`config.mk`:
```
export PLATFORM = sky130hd
export DESIGN_NAME = framebuffer_arbiter_flat
export DESIGN_NICKNAME = d
export VERILOG_FILES = /design/src/rtl/framebuffer_arbiter_pkg.sv /design/src/rtl/framebuffer_arbiter_if.sv /design/src/rtl/framebuffer_arbiter_rr_arbiter.sv /design/src/rtl/framebuffer_arbiter.sv /design/src/flat_wrapper.sv
export SDC_FILE = /design/constraint.sdc
export NUM_CORES = 1
export LEC_CHECK = 0
export CAP_MARGIN = 20
export CELL_PAD_IN_SITES_DETAIL_PLACEMENT = 0
export CELL_PAD_IN_SITES_GLOBAL_PLACEMENT = 1
export CORE_AREA = 2 2 85 95
export DETAILED_ROUTE_END_ITERATION = 6
export DIE_AREA = 0 0 87 97
export PLACE_DENSITY = 0.89
export SLEW_MARGIN = 40
export SYNTH_ARGS = -nofsm -noshare
export SYNTH_HDL_FRONTEND = slang
export SYNTH_SLANG_ARGS = --single-unit
```
`constraint.sdc`:
```
create_clock -name clk -period 4 [get_ports clk]
set_input_delay 1 -clock clk [delete_from_list [all_inputs] [get_ports clk]]
set_output_delay 1 -clock clk [all_outputs]
set_load 0.05 [all_outputs]
```
`src/rtl/framebuffer_arbiter_pkg.sv`:
```
// framebuffer_arbiter_pkg
// Shared types and constants for the framebuffer arbiter.
//   clear_state_t   : clear sequencer states
//   rd_tag_t        : owner tag carried alongside each issued memory read
//   STALL_CNT_WIDTH : width of the optional per-requester stall counters
//   sat_inc         : saturating increment used by the stall counters
package framebuffer_arbiter_pkg;

  typedef enum logic [1:0] {
    IDLE  = 2'd0,
    CLEAR = 2'd1,
    DONE  = 2'd2
  } clear_state_t;

  typedef enum logic [1:0] {
    NONE = 2'd0,
    DISP = 2'd1,
    HOST = 2'd2
  } rd_tag_t;

  localparam int STALL_CNT_WIDTH = 16;

  function automatic logic [STALL_CNT_WIDTH-1:0] sat_inc(input logic [STALL_CNT_WIDTH-1:0] v);
    return (&v) ? v : v + STALL_CNT_WIDTH'(1);
  endfunction

endpackage

```
`src/rtl/framebuffer_arbiter_if.sv`:
```
// framebuffer_arbiter_if
// Bundles every handshake/bus signal of the framebuffer arbiter:
//   write requesters : wr_valid / wr_addr / wr_data / wr_ready (packed per requester)
//   display reader   : disp_rd_en / disp_rd_addr / disp_rd_valid / disp_rd_data
//   host reader      : host_rd_valid / host_rd_addr / host_rd_ready / host_rsp_valid / host_rsp_data
//   clear control    : clear_start / clear_value / clear_busy / clear_done
//   memory side      : mem_write_en/addr/data, mem_read_en/addr, mem_read_data
// Modports: slave = the arbiter, master = requesters plus the memory instance.
interface framebuffer_arbiter_if #(
  parameter int ADDR_WIDTH = 8,
  parameter int WORD_SIZE  = 8,
  parameter int NUM_REQ    = 2
);
  logic [NUM_REQ-1:0]            wr_valid;
  logic [NUM_REQ*ADDR_WIDTH-1:0] wr_addr;
  logic [NUM_REQ*WORD_SIZE-1:0]  wr_data;
  logic [NUM_REQ-1:0]            wr_ready;
  logic                          disp_rd_en;
  logic [ADDR_WIDTH-1:0]         disp_rd_addr;
  logic                          disp_rd_valid;
  logic [WORD_SIZE-1:0]          disp_rd_data;
  logic                          host_rd_valid;
  logic [ADDR_WIDTH-1:0]         host_rd_addr;
  logic                          host_rd_ready;
  logic                          host_rsp_valid;
  logic [WORD_SIZE-1:0]          host_rsp_data;
  logic                          clear_start;
  logic [WORD_SIZE-1:0]          clear_value;
  logic                          clear_busy;
  logic                          clear_done;
  logic                          mem_write_en;
  logic [ADDR_WIDTH-1:0]         mem_write_addr;
  logic [WORD_SIZE-1:0]          mem_write_data;
  logic                          mem_read_en;
  logic [ADDR_WIDTH-1:0]         mem_read_addr;
  logic [WORD_SIZE-1:0]          mem_read_data;

  modport slave (
    input  wr_valid, wr_addr, wr_data, disp_rd_en, disp_rd_addr,
           host_rd_valid, host_rd_addr, clear_start, clear_value, mem_read_data,
    output wr_ready, disp_rd_valid, disp_rd_data, host_rd_ready, host_rsp_valid,
           host_rsp_data, clear_busy, clear_done, mem_write_en, mem_write_addr,
           mem_write_data, mem_read_en, mem_read_addr
  );

  modport master (
    output wr_valid, wr_addr, wr_data, disp_rd_en, disp_rd_addr,
           host_rd_valid, host_rd_addr, clear_start, clear_value, mem_read_data,
    input  wr_ready, disp_rd_valid, disp_rd_data, host_rd_ready, host_rsp_valid,
           host_rsp_data, clear_busy, clear_done, mem_write_en, mem_write_addr,
           mem_write_data, mem_read_en, mem_read_addr
  );
endinterface

```
`src/rtl/framebuffer_arbiter_rr_arbiter.sv`:
```
// rr_arbiter
// Round-robin arbiter with a rotating priority pointer.
//   clk, rst_n : clock, asynchronous active-low reset
//   req_i      : request vector
//   advance_i  : a grant was consumed this cycle; pointer moves past it
//   grant_o    : one-hot (or zero) grant, combinational from req_i
module rr_arbiter #(
  parameter int NUM_REQ = 2
) (
  input  logic               clk,
  input  logic               rst_n,
  input  logic [NUM_REQ-1:0] req_i,
  input  logic               advance_i,
  output logic [NUM_REQ-1:0] grant_o
);
  localparam int PTR_W = (NUM_REQ > 1) ? $clog2(NUM_REQ) : 1;

  logic [PTR_W-1:0]     ptr_q, ptr_d;
  logic [2*NUM_REQ-1:0] req_dbl, gnt_dbl;
  logic [NUM_REQ-1:0]   req_rot, gnt_rot;

  // Rotate so the pointer position sits at bit 0, keep the lowest set bit,
  // then rotate back; the doubled vectors make the wrap free.
  assign req_dbl = {req_i, req_i} >> ptr_q;
  assign req_rot = req_dbl[NUM_REQ-1:0];
  assign gnt_rot = req_rot & (-req_rot);
  assign gnt_dbl = {{NUM_REQ{1'b0}}, gnt_rot} << ptr_q;
  assign grant_o = gnt_dbl[NUM_REQ-1:0] | gnt_dbl[2*NUM_REQ-1:NUM_REQ];

  always_comb begin
    ptr_d = ptr_q;
    for (int i = 0; i < NUM_REQ; i++) begin
      if (advance_i && grant_o[i]) begin
        ptr_d = (i == NUM_REQ - 1) ? '0 : PTR_W'(i + 1);
      end
    end
  end

  always_ff @(posedge clk or negedge rst_n) begin
    if (!rst_n) ptr_q <= '0;
    else        ptr_q <= ptr_d;
  end
endmodule

```
`src/rtl/framebuffer_arbiter.sv`:
```
// framebuffer_arbiter
// Shares one simple dual-port framebuffer (1-cycle registered read) between
// NUM_REQ round-robin write requesters, a display reader (strict read
// priority) and a host reader, and owns a clear sequencer that fills
// NUM_WORDS locations with a constant. All memory ports are registered.
//   clk, rst_n  : clock, asynchronous active-low reset
//   bus         : framebuffer_arbiter_if.slave (requesters, readers, clear, memory)
//   stall_count : NUM_REQ x 16-bit saturating stall counters, only when
//                 FRAMEBUFFER_ARBITER_STATS_EN is defined
module framebuffer_arbiter
  import framebuffer_arbiter_pkg::*;
#(
  parameter int ADDR_WIDTH = 8,
  parameter int WORD_SIZE  = 8,
  parameter int NUM_WORDS  = 256,
  parameter int NUM_REQ    = 2
) (
  input  logic                  clk,
  input  logic                  rst_n,
  framebuffer_arbiter_if.slave  bus
`ifdef FRAMEBUFFER_ARBITER_STATS_EN
  ,
  output logic [NUM_REQ*STALL_CNT_WIDTH-1:0] stall_count
`endif
);
  // One extra bit so NUM_WORDS == 2**ADDR_WIDTH finishes without wrapping.
  localparam int CNT_W = ADDR_WIDTH + 1;
  localparam logic [CNT_W-1:0] LAST_ADDR = CNT_W'(NUM_WORDS - 1);

  clear_state_t          state_q, state_d;
  logic [CNT_W-1:0]      cnt_q, cnt_d;
  logic [WORD_SIZE-1:0]  clr_val_q, clr_val_d;
  logic                  run_q;
  logic [NUM_REQ-1:0]    arb_req, grant;
  logic                  we_d, we_q;
  logic [ADDR_WIDTH-1:0] waddr_d, waddr_q;
  logic [WORD_SIZE-1:0]  wdata_d, wdata_q;
  rd_tag_t               tag_d, tag1_q, tag2_q;
  logic [ADDR_WIDTH-1:0] raddr_d, raddr_q;
  logic                  done_q;

  // run_q keeps every combinational handshake output low while in reset.
  assign arb_req = (run_q && state_q == IDLE) ? bus.wr_valid : '0;

  rr_arbiter #(.NUM_REQ(NUM_REQ)) u_wr_arb (
    .clk       (clk),
    .rst_n     (rst_n),
    .req_i     (arb_req),
    .advance_i (|grant),
    .grant_o   (grant)
  );

  assign bus.wr_ready = grant;

  always_comb begin
    state_d   = state_q;
    cnt_d     = cnt_q;
    clr_val_d = clr_val_q;
    we_d      = 1'b0;
    waddr_d   = '0;
    wdata_d   = '0;
    unique case (state_q)
      IDLE: begin
        for (int i = 0; i < NUM_REQ; i++) begin
          if (grant[i]) begin
            we_d    = 1'b1;
            waddr_d = bus.wr_addr[i*ADDR_WIDTH +: ADDR_WIDTH];
            wdata_d = bus.wr_data[i*WORD_SIZE +: WORD_SIZE];
          end
        end
        if (bus.clear_start) begin
          state_d   = CLEAR;
          cnt_d     = '0;
          clr_val_d = bus.clear_value;
        end
      end
      CLEAR: begin
        we_d    = 1'b1;
        waddr_d = cnt_q[ADDR_WIDTH-1:0];
        wdata_d = clr_val_q;
        cnt_d   = cnt_q + CNT_W'(1);
        if (cnt_q == LAST_ADDR) state_d = DONE;
      end
      DONE:    state_d = IDLE;
      default: state_d = IDLE;
    endcase
  end

  // Display always wins the read port; the tag follows the read so the
  // returning word is steered to whoever issued it.
  assign bus.host_rd_ready = run_q & ~bus.disp_rd_en;

  always_comb begin
    tag_d   = NONE;
    raddr_d = bus.host_rd_addr;
    if (bus.disp_rd_en) begin
      tag_d   = DISP;
      raddr_d = bus.disp_rd_addr;
    end else if (bus.host_rd_valid && bus.host_rd_ready) begin
      tag_d   = HOST;
    end
  end

  always_ff @(posedge clk or negedge rst_n) begin
    if (!rst_n) begin
      state_q   <= IDLE;
      cnt_q     <= '0;
      clr_val_q <= '0;
      run_q     <= 1'b0;
      we_q      <= 1'b0;
      waddr_q   <= '0;
      wdata_q   <= '0;
      tag1_q    <= NONE;
      tag2_q    <= NONE;
      raddr_q   <= '0;
      done_q    <= 1'b0;
    end else begin
      state_q   <= state_d;
      cnt_q     <= cnt_d;
      clr_val_q <= clr_val_d;
      run_q     <= 1'b1;
      we_q      <= we_d;
      waddr_q   <= waddr_d;
      wdata_q   <= wdata_d;
      tag1_q    <= tag_d;
      tag2_q    <= tag1_q;
      raddr_q   <= raddr_d;
      done_q    <= (state_q == DONE);
    end
  end

  assign bus.mem_write_en   = we_q;
  assign bus.mem_write_addr = waddr_q;
  assign bus.mem_write_data = wdata_q;
  assign bus.mem_read_en    = (tag1_q != NONE);
  assign bus.mem_read_addr  = raddr_q;
  assign bus.disp_rd_valid  = (tag2_q == DISP);
  assign bus.disp_rd_data   = (tag2_q == DISP) ? bus.mem_read_data : '0;
  assign bus.host_rsp_valid = (tag2_q == HOST);
  assign bus.host_rsp_data  = (tag2_q == HOST) ? bus.mem_read_data : '0;
  assign bus.clear_busy     = (state_q != IDLE);
  assign bus.clear_done     = done_q;

`ifdef FRAMEBUFFER_ARBITER_STATS_EN
  logic [NUM_REQ-1:0][STALL_CNT_WIDTH-1:0] stall_q;

  always_ff @(posedge clk or negedge rst_n) begin
    if (!rst_n) begin
      stall_q <= '0;
    end else begin
      for (int i = 0; i < NUM_REQ; i++) begin
        if (bus.wr_valid[i] && !bus.wr_ready[i]) stall_q[i] <= sat_inc(stall_q[i]);
      end
    end
  end

  assign stall_count = stall_q;
`endif
endmodule
```
`src/flat_wrapper.sv`:
```
// flat-port wrapper written by rule: the top's interface ports become plain ports
module framebuffer_arbiter_flat import framebuffer_arbiter_pkg::*;
#(
  parameter int ADDR_WIDTH = 8,
  parameter int WORD_SIZE  = 8,
  parameter int NUM_WORDS  = 256,
  parameter int NUM_REQ    = 2
)
  (clk, rst_n, bus_wr_valid, bus_wr_addr, bus_wr_data, bus_disp_rd_en, bus_disp_rd_addr, bus_host_rd_valid, bus_host_rd_addr, bus_clear_start, bus_clear_value, bus_mem_read_data, bus_wr_ready, bus_disp_rd_valid, bus_disp_rd_data, bus_host_rd_ready, bus_host_rsp_valid, bus_host_rsp_data, bus_clear_busy, bus_clear_done, bus_mem_write_en, bus_mem_write_addr, bus_mem_write_data, bus_mem_read_en, bus_mem_read_addr);
  framebuffer_arbiter_if #(.ADDR_WIDTH(ADDR_WIDTH), .WORD_SIZE(WORD_SIZE), .NUM_REQ(NUM_REQ)) bus_i ();
  input  logic clk;
  input  logic rst_n;
  input wire logic [$bits(bus_i.wr_valid)-1:0] bus_wr_valid;
  input wire logic [$bits(bus_i.wr_addr)-1:0] bus_wr_addr;
  input wire logic [$bits(bus_i.wr_data)-1:0] bus_wr_data;
  input wire logic [$bits(bus_i.disp_rd_en)-1:0] bus_disp_rd_en;
  input wire logic [$bits(bus_i.disp_rd_addr)-1:0] bus_disp_rd_addr;
  input wire logic [$bits(bus_i.host_rd_valid)-1:0] bus_host_rd_valid;
  input wire logic [$bits(bus_i.host_rd_addr)-1:0] bus_host_rd_addr;
  input wire logic [$bits(bus_i.clear_start)-1:0] bus_clear_start;
  input wire logic [$bits(bus_i.clear_value)-1:0] bus_clear_value;
  input wire logic [$bits(bus_i.mem_read_data)-1:0] bus_mem_read_data;
  output wire logic [$bits(bus_i.wr_ready)-1:0] bus_wr_ready;
  output wire logic [$bits(bus_i.disp_rd_valid)-1:0] bus_disp_rd_valid;
  output wire logic [$bits(bus_i.disp_rd_data)-1:0] bus_disp_rd_data;
  output wire logic [$bits(bus_i.host_rd_ready)-1:0] bus_host_rd_ready;
  output wire logic [$bits(bus_i.host_rsp_valid)-1:0] bus_host_rsp_valid;
  output wire logic [$bits(bus_i.host_rsp_data)-1:0] bus_host_rsp_data;
  output wire logic [$bits(bus_i.clear_busy)-1:0] bus_clear_busy;
  output wire logic [$bits(bus_i.clear_done)-1:0] bus_clear_done;
  output wire logic [$bits(bus_i.mem_write_en)-1:0] bus_mem_write_en;
  output wire logic [$bits(bus_i.mem_write_addr)-1:0] bus_mem_write_addr;
  output wire logic [$bits(bus_i.mem_write_data)-1:0] bus_mem_write_data;
  output wire logic [$bits(bus_i.mem_read_en)-1:0] bus_mem_read_en;
  output wire logic [$bits(bus_i.mem_read_addr)-1:0] bus_mem_read_addr;
  assign bus_i.wr_valid = bus_wr_valid;
  assign bus_i.wr_addr = bus_wr_addr;
  assign bus_i.wr_data = bus_wr_data;
  assign bus_i.disp_rd_en = bus_disp_rd_en;
  assign bus_i.disp_rd_addr = bus_disp_rd_addr;
  assign bus_i.host_rd_valid = bus_host_rd_valid;
  assign bus_i.host_rd_addr = bus_host_rd_addr;
  assign bus_i.clear_start = bus_clear_start;
  assign bus_i.clear_value = bus_clear_value;
  assign bus_i.mem_read_data = bus_mem_read_data;
  assign bus_wr_ready = bus_i.wr_ready;
  assign bus_disp_rd_valid = bus_i.disp_rd_valid;
  assign bus_disp_rd_data = bus_i.disp_rd_data;
  assign bus_host_rd_ready = bus_i.host_rd_ready;
  assign bus_host_rsp_valid = bus_i.host_rsp_valid;
  assign bus_host_rsp_data = bus_i.host_rsp_data;
  assign bus_clear_busy = bus_i.clear_busy;
  assign bus_clear_done = bus_i.clear_done;
  assign bus_mem_write_en = bus_i.mem_write_en;
  assign bus_mem_write_addr = bus_i.mem_write_addr;
  assign bus_mem_write_data = bus_i.mem_write_data;
  assign bus_mem_read_en = bus_i.mem_read_en;
  assign bus_mem_read_addr = bus_i.mem_read_addr;
  framebuffer_arbiter #(.ADDR_WIDTH(ADDR_WIDTH), .WORD_SIZE(WORD_SIZE), .NUM_WORDS(NUM_WORDS), .NUM_REQ(NUM_REQ)) u_core (.clk(clk), .rst_n(rst_n), .bus(bus_i));
endmodule
```
# == Word-level counts from Yosys, hierarchy flattened ==
# Index checks and enable logic that the tools add are counted.
# totals
out_inout_bits,49
reg_bits,51
# classes
bitwise,4
eq_ne,7
reduce_logical,13
shift,2
mux,22
add_sub_neg,2
# op_table
operator,count
$mux W8,7
$pmux W8 S2,2
$pmux W9 S2,1
$mux W2,5
$add A9 B1 Y9 const B,1
$eq A9 B8 Y1 const B,1
$mux W9,1
$reduce_bool A2 Y1,4
$reduce_and A2 Y1,3
$eq A2 B1 Y1 const B,2
$eq A2 B2 Y1 const B,2
$logic_and A1 B1 Y1,4
$mux W1,4
$pmux W2 S2,1
$shl A2 B1 Y4,1
$shr A4 B1 Y2,1
$and A2 B2 Y2,1
$logic_not A2 Y1,1
$ne A2 B1 Y1 const B,1
$ne A2 B2 Y1 const B,1
$neg A2 Y2,1
$or A2 B2 Y2,1
$pmux W1 S2,1
$reduce_or A2 Y1,1
2 further kinds,2

# == Depth between registers and ports, before layout ==
# depth
word_depth,12
ltp_mapped,5

# == Hierarchy ==
# Synthesis repeated with hierarchy kept, for this count alone.
# unflattened
hier_cells,209
hier_area_um2,2309.7
# by_module_without_submodules
module,n_inst,cells_per_inst,area_each_um2
framebuffer_arbiter,1,203,2254.7
rr_arbiter,1,6,55.1

# == Worst setup path before layout ==
# OpenSTA, ideal clock, no wires.
# synth_timing
path_type,input -> output
startpoint,in bus_disp_rd_en
endpoint,out bus_host_rd_ready
path_buffers,1
path_stages,2
t_required_ps,3000
arrival_time_ps,1943
path_slack_ps,1057
path_cell_list,clkbuf_1 > nor2b_1
# synth_between
elab_chain_len,2
# synth_rtl
element,line,rtl
from (decl),flat_wrapper.sv:16,input wire logic [$bits(bus_i.disp_rd_en)-1:0] bus_disp_rd_en;
$not A1 Y1,framebuffer_arbiter.sv:91,assign bus.host_rd_ready = run_q & ~bus.disp_rd_en;
$and A1 B1 Y1,framebuffer_arbiter.sv:91,
to (decl),flat_wrapper.sv:26,output wire logic [$bits(bus_i.host_rd_ready)-1:0] bus_host_rd_ready;
# No other way between the ends.

# == Final worst setup path ==
# layout_timing
startpoint,in bus_mem_read_data[6]
endpoint,out bus_host_rsp_data[6]
# layout_between
elab_chain_len,1
# layout_rtl
element,line,rtl
from (decl),flat_wrapper.sv:22,input wire logic [$bits(bus_i.mem_read_data)-1:0] bus_mem_read_data;
$mux W8,framebuffer_arbiter.sv:140,assign bus.host_rsp_data = (tag2_q == HOST) ? bus.mem_read_data : '0;
to (decl),flat_wrapper.sv:28,output wire logic [$bits(bus_i.host_rsp_data)-1:0] bus_host_rsp_data;
# No other way between the ends.

==> results.ini <==
[place]
portBuffers = 119
place_congestion = 0.793
placed_area_um2 = 3530
dp_hpwl_um = 4910

[cells_and_area]
fin_util_pct = 48.9
fillCellCount = 684
diodes = 0
final_common_cell = clkdlybuf4s50_1
fin_area_um2 = 3620
multi_input_comb_area_um2 = 895
layout_common_cells = 115 x clkdlybuf4s50_1, 51 x dfrtp_1, 34 x and2_1
nets = 382
seqCellArea_um2 = 1280
drive_gt1_share_pct = 7.77
syn2layout_area_growth_pct = 60.1

[floorplanning]
start_util_pct = 30.6
ios = 120
die_x_um = 87
die-area_um2 = 8440
core_area_um2 = 7390
rows = 33
fp.dieH_um = 97

[detailed_routing]
wirelength_um = 6140
drc_errors = 0
avgViaCountPerCell = 4.85
postRouteAntennaNets = 0
first_pass_iters = 4
dr_total_vias = 1919
wl_per_cell_um = 15.5
detail_route.iter0.violations = 71

[clocking]
insertion_delay_ns = 0.30
hold_buffers = 0
htreeDepth = 2
numClockSinks = 51
cts_post_setup_buffers_inserted = 0
path_clk_slew_ns = 0.08
cts_root_buf = clkbuf_8
cts-buffers-inserted = 5
cts_max_path_buffers = 2
post_cts_resized = 0
cts_tree = done

[synthesis]
ys_warn_count = 0
synth_seq_cells = 51
synth.distinct_cells = 35
seq_area_frac_synth_pct = 56.5
synthCells = 191
async_flop_share_pct = 100
syn_area_um2 = 2260
syn-num-nets = 264
ys.flop_type = dfrtp_1
synth_edf_count = 0
syn_avg_cell_area_um2 = 11.8

[pwr]
p_leak_nw = 1.57
power.density_nw_per_um2 = 276
power.total_w = 0.000998
ir_drop_uv = 137

[hold_path]
hp-class = register to register
min_path_cells = 0

[run]
maxCapViolations = 0

[global_route]
grt_pass1_vias = 2015
track_usage_pct = 14.7
grt_antenna_before_repair = 0
grt_overflow = 0
grt_pass1_wl_um = 9720
grt_max_degree = 30

[timing]
fmax_mhz = 292
fin_skew_ns = 0.00414
period_minus_slack_ns = 3.43
setup_violations = 0
slew_headroom_pct = 54.2
worst_pin_slew_ns = 0.688
fin_crit_sh_pct = 85.7
slew_violations = 0
hold_ws_ns = 0.371
hold_violations = 0
grt_setup_unrepaired = no
final.setup.tns_ns = 0

[critical_path]
timing.rr.start = u_core.state_q[1]$_DFFE_PN0P_
ff2ff_path_depth = 3
crit_arrival_ns = 2.43
cp.required_ns = 3.00
r2r-end = u_core.bus.mem_write_data[0]$_DFF_PN0_
reg2reg_slack_ns = 2.29
worst-setup-path-type = primary input to output pin
cp-end-kind = output pin
start_kind = primary input
crit_fanout = 2
cp-endpoint = bus_host_rsp_data[6]
startpoint = bus_mem_read_data[6]

[status]
status = finished, final reports clean

-- power breakdown --
part	internal [W]	total, W	switching, W
Clock	0.000136	0.000293	0.000157
Combinational	0.0000925	0.000178	0.0000854
Sequential	0.000523	0.000526	0.00000276
Total	0.000752	0.000998	0.000246
-- final cells by class --
class,count,area share [%]
Sequential cell,51,35.3
Inverter,6,0.623
Tap cell,87,3.01
Timing Repair Buffer,122,33.9
Clock inverter,1,0.138
Clock buffer,6,2.28
Multi-Input combinational cell,123,24.7
-- routing by layer --
| metal | up-vias | GRT usage [%] | part of all wire [%] |
|---|---|---|---|
| li1 | 909 | - | - |
| met1 | 916 | 15.7 | 37 |
| met2 | 84 | 27.1 | 53 |
| met3 | 10 | 3.75 | 7.9 |
| met4 | 0 | 5.17 | 2.3 |
| met5 | - | 0 | 0 |
-- critical path, cell delays in order --
cell and delay, ns:
clkdlybuf4s50_1 0.50, and2_1 0.13, clkdlybuf4s50_1 0.79
-- cell usage after synthesis (3+ instances only) --
| library cell | number | share of area [%] |
|---|---|---|
| a21oi_1 | 4 | 0.89 |
| a221o_1 | 18 | 8.0 |
| and2_1 | 34 | 9.4 |
| buf_2 | 4 | 0.89 |
| clkbuf_1 | 4 | 0.66 |
| dfrtp_1 | 51 | 57 |
| inv_1 | 6 | 1.0 |
| mux2_1 | 8 | 4.0 |
| mux2_2 | 8 | 4.0 |
| nand2_1 | 11 | 1.8 |
| nand3_1 | 4 | 0.89 |
| nor2b_1 | 5 | 1.4 |
| o21ai_0 | 3 | 0.66 |
-- state kept, by name (all words and copies together) (netlist names) --
signal                     count
u_core.bus.clear_done          1
u_core.bus.mem_read_addr       8
u_core.bus.mem_write_addr      8
u_core.bus.mem_write_data      8
u_core.bus.mem_write_en        1
u_core.clr_val_q               8
u_core.cnt_q                   9
u_core.run_q                   1
u_core.state_q                 2
u_core.tag1_q                  2
u_core.tag2_q                  2
u_core.u_wr_arb.ptr_q          1
-- how the worst min path moves through the flow --
stage                                          start                         end  slack (ns)
after global placement    u_core.tag1_q[0]$_DFF_PN0_  u_core.tag2_q[0]$_DFF_PN0_        0.35
after detailed placement  u_core.tag1_q[0]$_DFF_PN0_  u_core.tag2_q[0]$_DFF_PN0_        0.35
final                     u_core.tag1_q[0]$_DFF_PN0_  u_core.tag2_q[0]$_DFF_PN0_        0.37
after CTS                 u_core.tag1_q[0]$_DFF_PN0_  u_core.tag2_q[0]$_DFF_PN0_        0.37
after global routing      u_core.tag1_q[0]$_DFF_PN0_  u_core.tag2_q[0]$_DFF_PN0_        0.41
after floorplan           u_core.tag1_q[0]$_DFF_PN0_  u_core.tag2_q[0]$_DFF_PN0_        0.35
-- through the flow --
| step | worst slack [ns] | instances |
|---|---|---|
| after floorplan | 1.06 | 191 |
| after global placement | 0.560 | 389 |
| after detailed placement | 0.554 | 389 |
| after CTS | 0.558 | 396 |
| after global routing | 0.523 | 396 |
| final | 0.574 | 396 |
-- kinds of logic after synthesis --
| logic type | count (synthesis) | synth area share, % |
|---|---|---|
| buf+inv | 17 | 3.88 |
| fa+ha+maj | 2 | 1.11 |
| mux | 17 | 8.42 |
| compound gates | 34 | 12.4 |
| flops | 51 | 56.5 |
| other cells | 1 | 0.166 |
| simple gates | 69 | 17.5 |
Note: power is estimated with default switching activity, not from simulation.
